File: src/rtl/uart_tx_periph_pkg.sv
// Shared definitions for the memory-mapped UART transmitter: register map,
// transmit FSM states and STATUS bit positions.
package uart_tx_periph_pkg;

    localparam logic [31:0] UART_ADDR = 32'h4000_0000;

    localparam int unsigned BAUD_W   = 16;
    localparam int unsigned BIT_IDXW = 3;

    localparam int unsigned STAT_BUSY_BIT  = 0;
    localparam int unsigned STAT_FULL_BIT  = 1;
    localparam int unsigned STAT_EMPTY_BIT = 2;
    localparam int unsigned STAT_OVF_BIT   = 3;

    typedef enum logic [1:0] {
        UART_TXDATA = 2'd0,
        UART_STATUS = 2'd1,
        UART_BAUD   = 2'd2,
        UART_RSVD   = 2'd3
    } type_uart_reg;

    typedef enum logic [1:0] {
        UART_IDLE  = 2'd0,
        UART_START = 2'd1,
        UART_DATA  = 2'd2,
        UART_STOP  = 2'd3
    } type_uart_state;

endpackage

File: src/rtl/uart_tx_fifo.sv
// TX byte FIFO with extra-MSB pointers; a push while full is accepted only
// when a pop happens in the same cycle.
module uart_tx_fifo #(
    parameter int unsigned DEPTH = 8,
    parameter int unsigned WIDTH = 8
) (
    input  logic             clk,
    input  logic             rst_n,
    input  logic             push_i,
    input  logic             pop_i,
    input  logic [WIDTH-1:0] wdata_i,
    output logic [WIDTH-1:0] rdata_c_o,
    output logic             full_c_o,
    output logic             empty_c_o,
    output logic             empty_nxt_c_o
);
    localparam int unsigned AW = $clog2(DEPTH);
    localparam int unsigned PW = AW + 1;

    logic [WIDTH-1:0] mem_q [DEPTH];
    logic [PW-1:0]    wr_ptr_q, wr_ptr_d;
    logic [PW-1:0]    rd_ptr_q, rd_ptr_d;
    logic             push_ok, pop_ok;

    assign full_c_o  = (wr_ptr_q[AW] != rd_ptr_q[AW]) && (wr_ptr_q[AW-1:0] == rd_ptr_q[AW-1:0]);
    assign empty_c_o = (wr_ptr_q == rd_ptr_q);
    assign rdata_c_o = mem_q[rd_ptr_q[AW-1:0]];

    assign pop_ok  = pop_i & ~empty_c_o;
    assign push_ok = push_i & (~full_c_o | pop_ok);

    assign wr_ptr_d      = wr_ptr_q + PW'(push_ok);
    assign rd_ptr_d      = rd_ptr_q + PW'(pop_ok);
    assign empty_nxt_c_o = (wr_ptr_d == rd_ptr_d);

    always_ff @(posedge clk or negedge rst_n) begin
        if (!rst_n) begin
            wr_ptr_q <= '0;
            rd_ptr_q <= '0;
        end else begin
            wr_ptr_q <= wr_ptr_d;
            rd_ptr_q <= rd_ptr_d;
        end
    end

    // Storage needs no reset; only the pointers define validity.
    always_ff @(posedge clk) begin
        if (push_ok) begin
            mem_q[wr_ptr_q[AW-1:0]] <= wdata_i;
        end
    end

endmodule

File: src/rtl/uart_tx_periph.sv
// Memory-mapped 8N1 UART transmitter: register decode, BAUD_DIV register,
// baud counter and transmit FSM feeding from a byte FIFO.
module uart_tx_periph
    import uart_tx_periph_pkg::*;
#(
    parameter int unsigned DATA_WIDTH   = 32,
    parameter int unsigned FIFO_DEPTH   = 8,
    parameter int unsigned BAUD_DIV_RST = 868
) (
    input  logic                  clk,
    input  logic                  rst_n,
    input  logic                  uart_sel,
    input  logic                  dbus_we,
    input  logic [DATA_WIDTH-1:0] dbus_addr,
    input  logic [DATA_WIDTH-1:0] dbus_wdata,
    output logic [DATA_WIDTH-1:0] dbus_rdata,
    output logic                  tx,
    output logic                  tx_irq
);
    type_uart_state      state_q, state_d;
    type_uart_reg        reg_sel;
    logic [BAUD_W-1:0]   baud_q, cnt_q, cnt_d, div_q, div_d, baud_eff;
    logic [7:0]          shift_q, shift_d, fifo_rdata;
    logic [BIT_IDXW-1:0] bit_idx_q, bit_idx_d;
    logic                tx_q, tx_d, irq_q, irq_d, ovf_q, ovf_d;
    logic                wr_en, push, pop, fifo_full, fifo_empty, fifo_empty_nxt;
    logic                bit_done, busy;
    logic                unused_ok;

    assign unused_ok = ^{dbus_addr[DATA_WIDTH-1:4], dbus_addr[1:0], dbus_wdata[DATA_WIDTH-1:16]};

    assign reg_sel  = type_uart_reg'(dbus_addr[3:2]);
    assign wr_en    = uart_sel & dbus_we;
    assign push     = wr_en & (reg_sel == UART_TXDATA);
    assign busy     = (state_q != UART_IDLE);
    assign baud_eff = (baud_q == '0) ? BAUD_W'(1) : baud_q;
    assign bit_done = (cnt_q == div_q - BAUD_W'(1));
    assign tx       = tx_q;
    assign tx_irq   = irq_q;

    uart_tx_fifo #(
        .DEPTH (FIFO_DEPTH),
        .WIDTH (8)
    ) u_fifo (
        .clk           (clk),
        .rst_n         (rst_n),
        .push_i        (push),
        .pop_i         (pop),
        .wdata_i       (dbus_wdata[7:0]),
        .rdata_c_o     (fifo_rdata),
        .full_c_o      (fifo_full),
        .empty_c_o     (fifo_empty),
        .empty_nxt_c_o (fifo_empty_nxt)
    );

    // Load data path: combinational, zero for stores and unselected cycles.
    always_comb begin
        dbus_rdata = '0;
        if (uart_sel && !dbus_we) begin
            case (reg_sel)
                UART_STATUS: begin
                    dbus_rdata[STAT_BUSY_BIT]  = busy;
                    dbus_rdata[STAT_FULL_BIT]  = fifo_full;
                    dbus_rdata[STAT_EMPTY_BIT] = fifo_empty;
                    dbus_rdata[STAT_OVF_BIT]   = ovf_q;
                end
                UART_BAUD: dbus_rdata[BAUD_W-1:0] = baud_q;
                default:   dbus_rdata = '0;
            endcase
        end
    end

    // Transmit FSM; a frame start (from IDLE or straight out of STOP) pops
    // the FIFO and latches the divisor for the whole frame.
    always_comb begin
        state_d   = state_q;
        cnt_d     = cnt_q;
        div_d     = div_q;
        shift_d   = shift_q;
        bit_idx_d = bit_idx_q;
        pop       = 1'b0;
        case (state_q)
            UART_IDLE: begin
                if (!fifo_empty) begin
                    pop     = 1'b1;
                    shift_d = fifo_rdata;
                    div_d   = baud_eff;
                    cnt_d   = '0;
                    state_d = UART_START;
                end
            end
            UART_START: begin
                if (bit_done) begin
                    cnt_d     = '0;
                    bit_idx_d = '0;
                    state_d   = UART_DATA;
                end else begin
                    cnt_d = cnt_q + BAUD_W'(1);
                end
            end
            UART_DATA: begin
                if (bit_done) begin
                    cnt_d     = '0;
                    shift_d   = {1'b0, shift_q[7:1]};
                    bit_idx_d = bit_idx_q + BIT_IDXW'(1);
                    if (bit_idx_q == BIT_IDXW'(7)) begin
                        state_d = UART_STOP;
                    end
                end else begin
                    cnt_d = cnt_q + BAUD_W'(1);
                end
            end
            UART_STOP: begin
                if (bit_done) begin
                    cnt_d = '0;
                    if (!fifo_empty) begin
                        pop     = 1'b1;
                        shift_d = fifo_rdata;
                        div_d   = baud_eff;
                        state_d = UART_START;
                    end else begin
                        state_d = UART_IDLE;
                    end
                end else begin
                    cnt_d = cnt_q + BAUD_W'(1);
                end
            end
            default: state_d = UART_IDLE;
        endcase
    end

    always_comb begin
        case (state_d)
            UART_START: tx_d = 1'b0;
            UART_DATA:  tx_d = shift_d[0];
            default:    tx_d = 1'b1;
        endcase
        irq_d = fifo_empty_nxt & (state_d == UART_IDLE);
        ovf_d = ovf_q;
        if (wr_en && (reg_sel == UART_STATUS)) begin
            ovf_d = 1'b0;
        end else if (push && fifo_full && !pop) begin
            ovf_d = 1'b1;
        end
    end

    always_ff @(posedge clk or negedge rst_n) begin
        if (!rst_n) begin
            state_q   <= UART_IDLE;
            cnt_q     <= '0;
            div_q     <= BAUD_W'(1);
            shift_q   <= '0;
            bit_idx_q <= '0;
            tx_q      <= 1'b1;
            irq_q     <= 1'b1;
            ovf_q     <= 1'b0;
            baud_q    <= BAUD_W'(BAUD_DIV_RST);
        end else begin
            state_q   <= state_d;
            cnt_q     <= cnt_d;
            div_q     <= div_d;
            shift_q   <= shift_d;
            bit_idx_q <= bit_idx_d;
            tx_q      <= tx_d;
            irq_q     <= irq_d;
            ovf_q     <= ovf_d;
            if (wr_en && (reg_sel == UART_BAUD)) begin
                baud_q <= dbus_wdata[BAUD_W-1:0];
            end
        end
    end

endmodule

File: config.mk
export PLATFORM = sky130hd
export DESIGN_NAME = uart_tx_periph
export DESIGN_NICKNAME = d
export VERILOG_FILES = /design/src/rtl/uart_tx_periph_pkg.sv /design/src/rtl/uart_tx_fifo.sv /design/src/rtl/uart_tx_periph.sv
export SDC_FILE = /design/constraint.sdc
export NUM_CORES = 1
export LEC_CHECK = 0
export BUFFER_PORTS_ARGS = -buffer_cell sky130_fd_sc_hd__buf_2
export CAP_MARGIN = 20
export CORE_ASPECT_RATIO = 2
export CORE_MARGIN = 2
export CORE_UTILIZATION = 40
export CTS_CLUSTER_DIAMETER = 60
export DETAILED_ROUTE_END_ITERATION = 12
export PLACE_DENSITY = 0.7
export SLEW_MARGIN = 20
export SYNTH_ARGS = -nofsm -noshare
export SYNTH_HDL_FRONTEND = slang
export SYNTH_SLANG_ARGS = --single-unit
File: constraint.sdc
create_clock -name clk -period 7.7 [get_ports clk]
set_input_delay 2.31 -clock clk [delete_from_list [all_inputs] [get_ports clk]]
set_output_delay 2.31 -clock clk [all_outputs]
set_load 0.01 [all_outputs]
* Yosys cells after proc, flatten, opt, wreduce, memory -nomap -nowiden
Memories as Yosys holds them, arrays and structs flattened. Index checks and enable logic that the tools add are counted. W data, S select, Z words.
Storage, ports and cells: bits in registers 72, bits in latches 0, RAM bits 64, memory bits (read-only) 0, output and inout bits 34, word-level logic and storage cells 96, memories 1
Memory list:
- u_fifo.mem_q | depth 8, bits a word 8, read ports 1, clocked after memory_dff 0, write ports 1, line uart_tx_fifo.sv:20 | logic [WIDTH-1:0] mem_q [DEPTH];
Operators by class: add/subtract/negate cells 5, multiply operators 0, div/mod/pow operators 0, magnitude comparators 0, eq/ne operators 17, shift-type cells 0, mux-type cells 32, bitwise operators 8, reductions and logical operators 21
Operator list (number):
- $mux W16 | 6
- $pmux W16 S2 | 2
- $mux W8 | 3
- $pmux W8 S3 | 1
- $add A16 B1 Y16 const B | 1
- $eq A16 B16 Y1 | 1
- $logic_not A16 Y1 | 1
- $sub A16 B1 Y16 const B | 1
- $mux W12 | 1
- $mux W2 | 5
- $add A4 B1 Y4 | 2
- $eq A2 B2 Y1 const B | 4
- $eq A4 B4 Y1 | 2
- $ne A2 B2 Y1 const B | 4
- $pmux W2 S4 | 1
- $pmux W4 S2 | 1
- $reduce_bool A2 Y1 | 4
- $mux W1 | 7
- $eq A2 B1 Y1 const B | 3
- $logic_and A1 B1 Y1 | 6
- $logic_not A2 Y1 | 3
- $mux W3 | 2
- $pmux W3 S2 | 1
- $reduce_and A3 Y1 | 2
- other kinds (12) | 19

* Depth between registers and ports, before layout
depth after elaboration 10, gate-level depth with buffers 16, gate-level depth less buffers 16

* By module
From an unflattened synthesis, not the netlist that was laid out.
Unflattened totals: cell total of the unflattened synthesis 537, area, all modules 6941.7 sq um
Modules (own cells, without submodules):
- uart_tx_periph | times used 1, cells each 396, area each 3968.8 sq um, seq. area each 1611.5 sq um
- uart_tx_fifo | times used 1, cells each 141, area each 2972.9 sq um, seq. area each 2122.0 sq um

* Worst setup path after synthesis
No wires, ideal clock.
path kind input-to-output, start in dbus_addr[2], end out dbus_rdata[10], arrival 3161 ps, required time 5390 ps, path slack 2229 ps, stages 5, path buffers 1, path through inv_1 ha_1 and3b_1 clkbuf_1 and2_1
On the way: cells in the longest elaborated chain, start to end 3
RTL lines:
- start, declared | line uart_tx_periph.sv:14 | input logic [DATA_WIDTH-1:0] dbus_addr,
- $eq A2 B2 Y1 | line uart_tx_periph.sv:60 | case (reg_sel)
- $mux W12 | line uart_tx_periph.sv:60
- $mux W16 | line uart_tx_periph.sv:59 | if (uart_sel && !dbus_we) begin
- end, declared | line uart_tx_periph.sv:16 | output logic [DATA_WIDTH-1:0] dbus_rdata,
Every way passes these cells.

* Final worst setup path
start in dbus_addr[2], end out dbus_rdata[6]
Same word-level chain as after synthesis.

==> run metrics <==
status=finished clean; Max Fclk=174 MHz; die height=190 um; Final Wtd Congestion=0.869; top cells by area, synth=edfxtp_1, dfrtp_1, mux2_2; PD cells=361 nW/um^2; Avg Cell Area, Syn=12.3 um^2; post-synthesis sequential area ratio=53.8%; Routed WL per cell=17.5 um; H-tree depth=4; WL final=14.6 mm; Max Clock Skew=0.00847 ns; final-report setup violation count=0; fraction of synthesized cell area in xor and xnor cells=4.42%; multiplexer share of the synthesized area=12.1%; Netlist Area Pre-Place=6940 um^2; RSZ-0062 raised after global routing=no; PortBufs=39; clk sink count=136; most area-hungry cell type in the Yosys netlist=edfxtp_1; Post-synth EDFFs=64; Min Hold Slack=0.475 ns; Critical Path Start=dbus_addr[2]; grt total ovfl=0; Worst-Margin Slew=0.993 ns; CP peak stage delay=0.38 ns; post-synthesis adder-cell area fraction=3.07%; leakage=3.22 nW; first-pass GRT wire length=24.3 mm; Final Hold Vio Count=0; Final ANT Viol Nets=0; CP max FO=12; hold path start=bit_idx_q[1]$_DFFE_PN0P_; 1st-iter DRT viols=416; vias in the first global route=4578; area share of and/or/nand/nor cells after synthesis=13.1%; max-cap violations=0; # fillers=1521; Synth Register Bits=136; Initial Util=40.6%; top-level port count=102; Synth cell types=65; Post-CTS Repair Setup Buffers=0; post-synth top area share=27.7%; asr flop ratio synth=52.9%; cell chosen for the clock root=clkbuf_16; arrival time at the worst endpoint=3.45 ns; Slew Limit Headroom=32.9%; Detailed Routing Iterations Pass 1=5; Slew Limit Fails=0; largest net degree at the start of global routing=73; Skew-Pair Late Insertion Delay=0.42 ns; # hold bufs at CTS=0; worst hold path depth=2; DRC=0; FF-to-FF Start=div_q[0]$_DFFE_PN1P_; top_reg_cell synth=edfxtp_1; YS warnings=0; Syn Inst Count=566; worst reg-to-reg setup slack=3.20 ns; main combinational cell family by area after synthesis=simple AND/OR/NAND/NOR gates; Overall Global Routing Usage=16.6%; Period minus WS final=5.76 ns; number of buffers created by CTS=17; post-route clock period utilization=74.8%; die footprint=18500 um^2; Post-DP HPWL=9.94 mm; Post-synth top cells=dfrtp_1, edfxtp_1, nand2_1; core area=17100 um^2; Final Core Density=46.5%; fin nets=695; HP Class=reg2reg; initial antenna violation count=0; cell breakdown of the critical path=buf_2, inv_1, ha_1, and3b_1, and2_1, buf_2; CP most frequent cell=buf_2; Final TNS setup=0 ns; CTS Buffer Depth=2; worst endpoint required time=5.39 ns; num rows=68; Worst path slowest cell=and3b_1; ANT cells=0; Setup CP Type=in2out; post-cts resize count=0; layout cell share with drive strength beyond 1=24.6%; Synth Area in Compound Gates=9.72%; clock tree from TritonCTS=done; die width=97.1 um; CP Capture Type=output pin; via count=4625; area growth from synthesis to layout=14.6%; Startpoint Class=input port; R2R depth=11; Vias/cell=5.55; VDD IR max=188 uV; Worst-path clk slew=0.06 ns
-- final timing paths --
check	to
max in group asynchronous	bit_idx_q[2]$_DFFE_PN0P_
setup / recovery	dbus_rdata[6]
hold reg to reg	bit_idx_q[1]$_DFFE_PN0P_
min in group asynchronous	cnt_q[12]$_DFFE_PN0P_
setup reg to reg	u_fifo.mem_q[4][0]$_DFFE_PP_
hold / removal	bit_idx_q[1]$_DFFE_PN0P_
-- power breakdown --
part	total, mW	switching (mW)	internal [mW]	leakage [nW]
logic	0.946	0.509	0.437	1.43
clock network	0.847	0.349	0.498	0.307
registers	1.08	0.190	0.887	1.48
total	2.87	1.05	1.82	3.22
-- state kept, by name, indices dropped and copies added (netlist names) --
| signal | cells |
|---|---|
| tx_irq | 1 |
| u_fifo.rd_ptr_q | 4 |
| baud_q | 16 |
| u_fifo.wr_ptr_q | 4 |
| div_q | 16 |
| state_q | 2 |
| cnt_q | 16 |
| shift_q | 8 |
| bit_idx_q | 3 |
| u_fifo.mem_q | 64 |
| ovf_q | 1 |
| tx | 1 |
-- routing by layer --
layer  GRT usage [%]  wire length, um  up-vias  share of wire, %
li1                -                -     2167                 -
met1            22.5             6620     2286                45
met2            27.4             7070      157                48
met3            3.15              725       15               5.0
met4            4.88              167        0               1.1
met5               0                0        -                 0
-- area by class of cell --
class                   count  area, um^2  area share, %
clock buffers              17         425           5.35
multi-input cells         393        3020           38.0
clock inverters            15         196           2.47
repair buffers             47         258           3.24
flip-flops and latches    136        3730           47.0
well taps                 210         263           3.30
inverters                  15        56.3          0.708
-- cells by family after synthesis --
family | after synthesis
AOI/OAI and AO/OA | 100
xor gates and xnor gates | 35
adders and majority gates | 17
buffers and inverters | 52
DFF | 136
muxes | 59
other | 1
and+or+nand+nor | 166
-- cell usage in the layout, fill, tap and decap left out, types with 6 or more instances in the layout --
| master | n |
|---|---|
| a21oi_1 | 11 |
| a22o_1 | 8 |
| and2_1 | 12 |
| and3_1 | 11 |
| buf_2 | 38 |
| buf_4 | 9 |
| clkbuf_16 | 17 |
| conb_1 | 16 |
| dfrtp_1 | 64 |
| dfstp_2 | 8 |
| edfxtp_1 | 64 |
| ha_1 | 17 |
| inv_1 | 15 |
| inv_8 | 6 |
| mux2_2 | 33 |
| mux2i_1 | 9 |
| mux4_2 | 16 |
| nand2_1 | 51 |
| nand3_1 | 18 |
| nor2_1 | 24 |
| nor3_1 | 12 |
| nor4_1 | 7 |
| o21ai_0 | 44 |
| xnor2_1 | 18 |
| xor2_1 | 17 |
-- per-stage QoR --
step           total power [mW]  worst slack [ns]  instance area [um^2]  cells
2_1_floorplan              1.80              2.23                  6990    581
3_3_place_gp               1.98              2.00                  7320    801
3_5_place_dp               2.02              1.94                  7320    801
4_1_cts                    2.88              1.93                  7940    833
5_1_grt                    3.05              1.76                  7950    833
6_report                   2.87              1.94                  7950    833
-- critical path, delay by kind of cell --
family	cells	cell delay (ns)
adder cells (fa/ha/maj)	1	0.27
AND/OR/NAND/NOR	2	0.56
buffers and inverters	3	0.31
(Power assumes the default switching activity.)
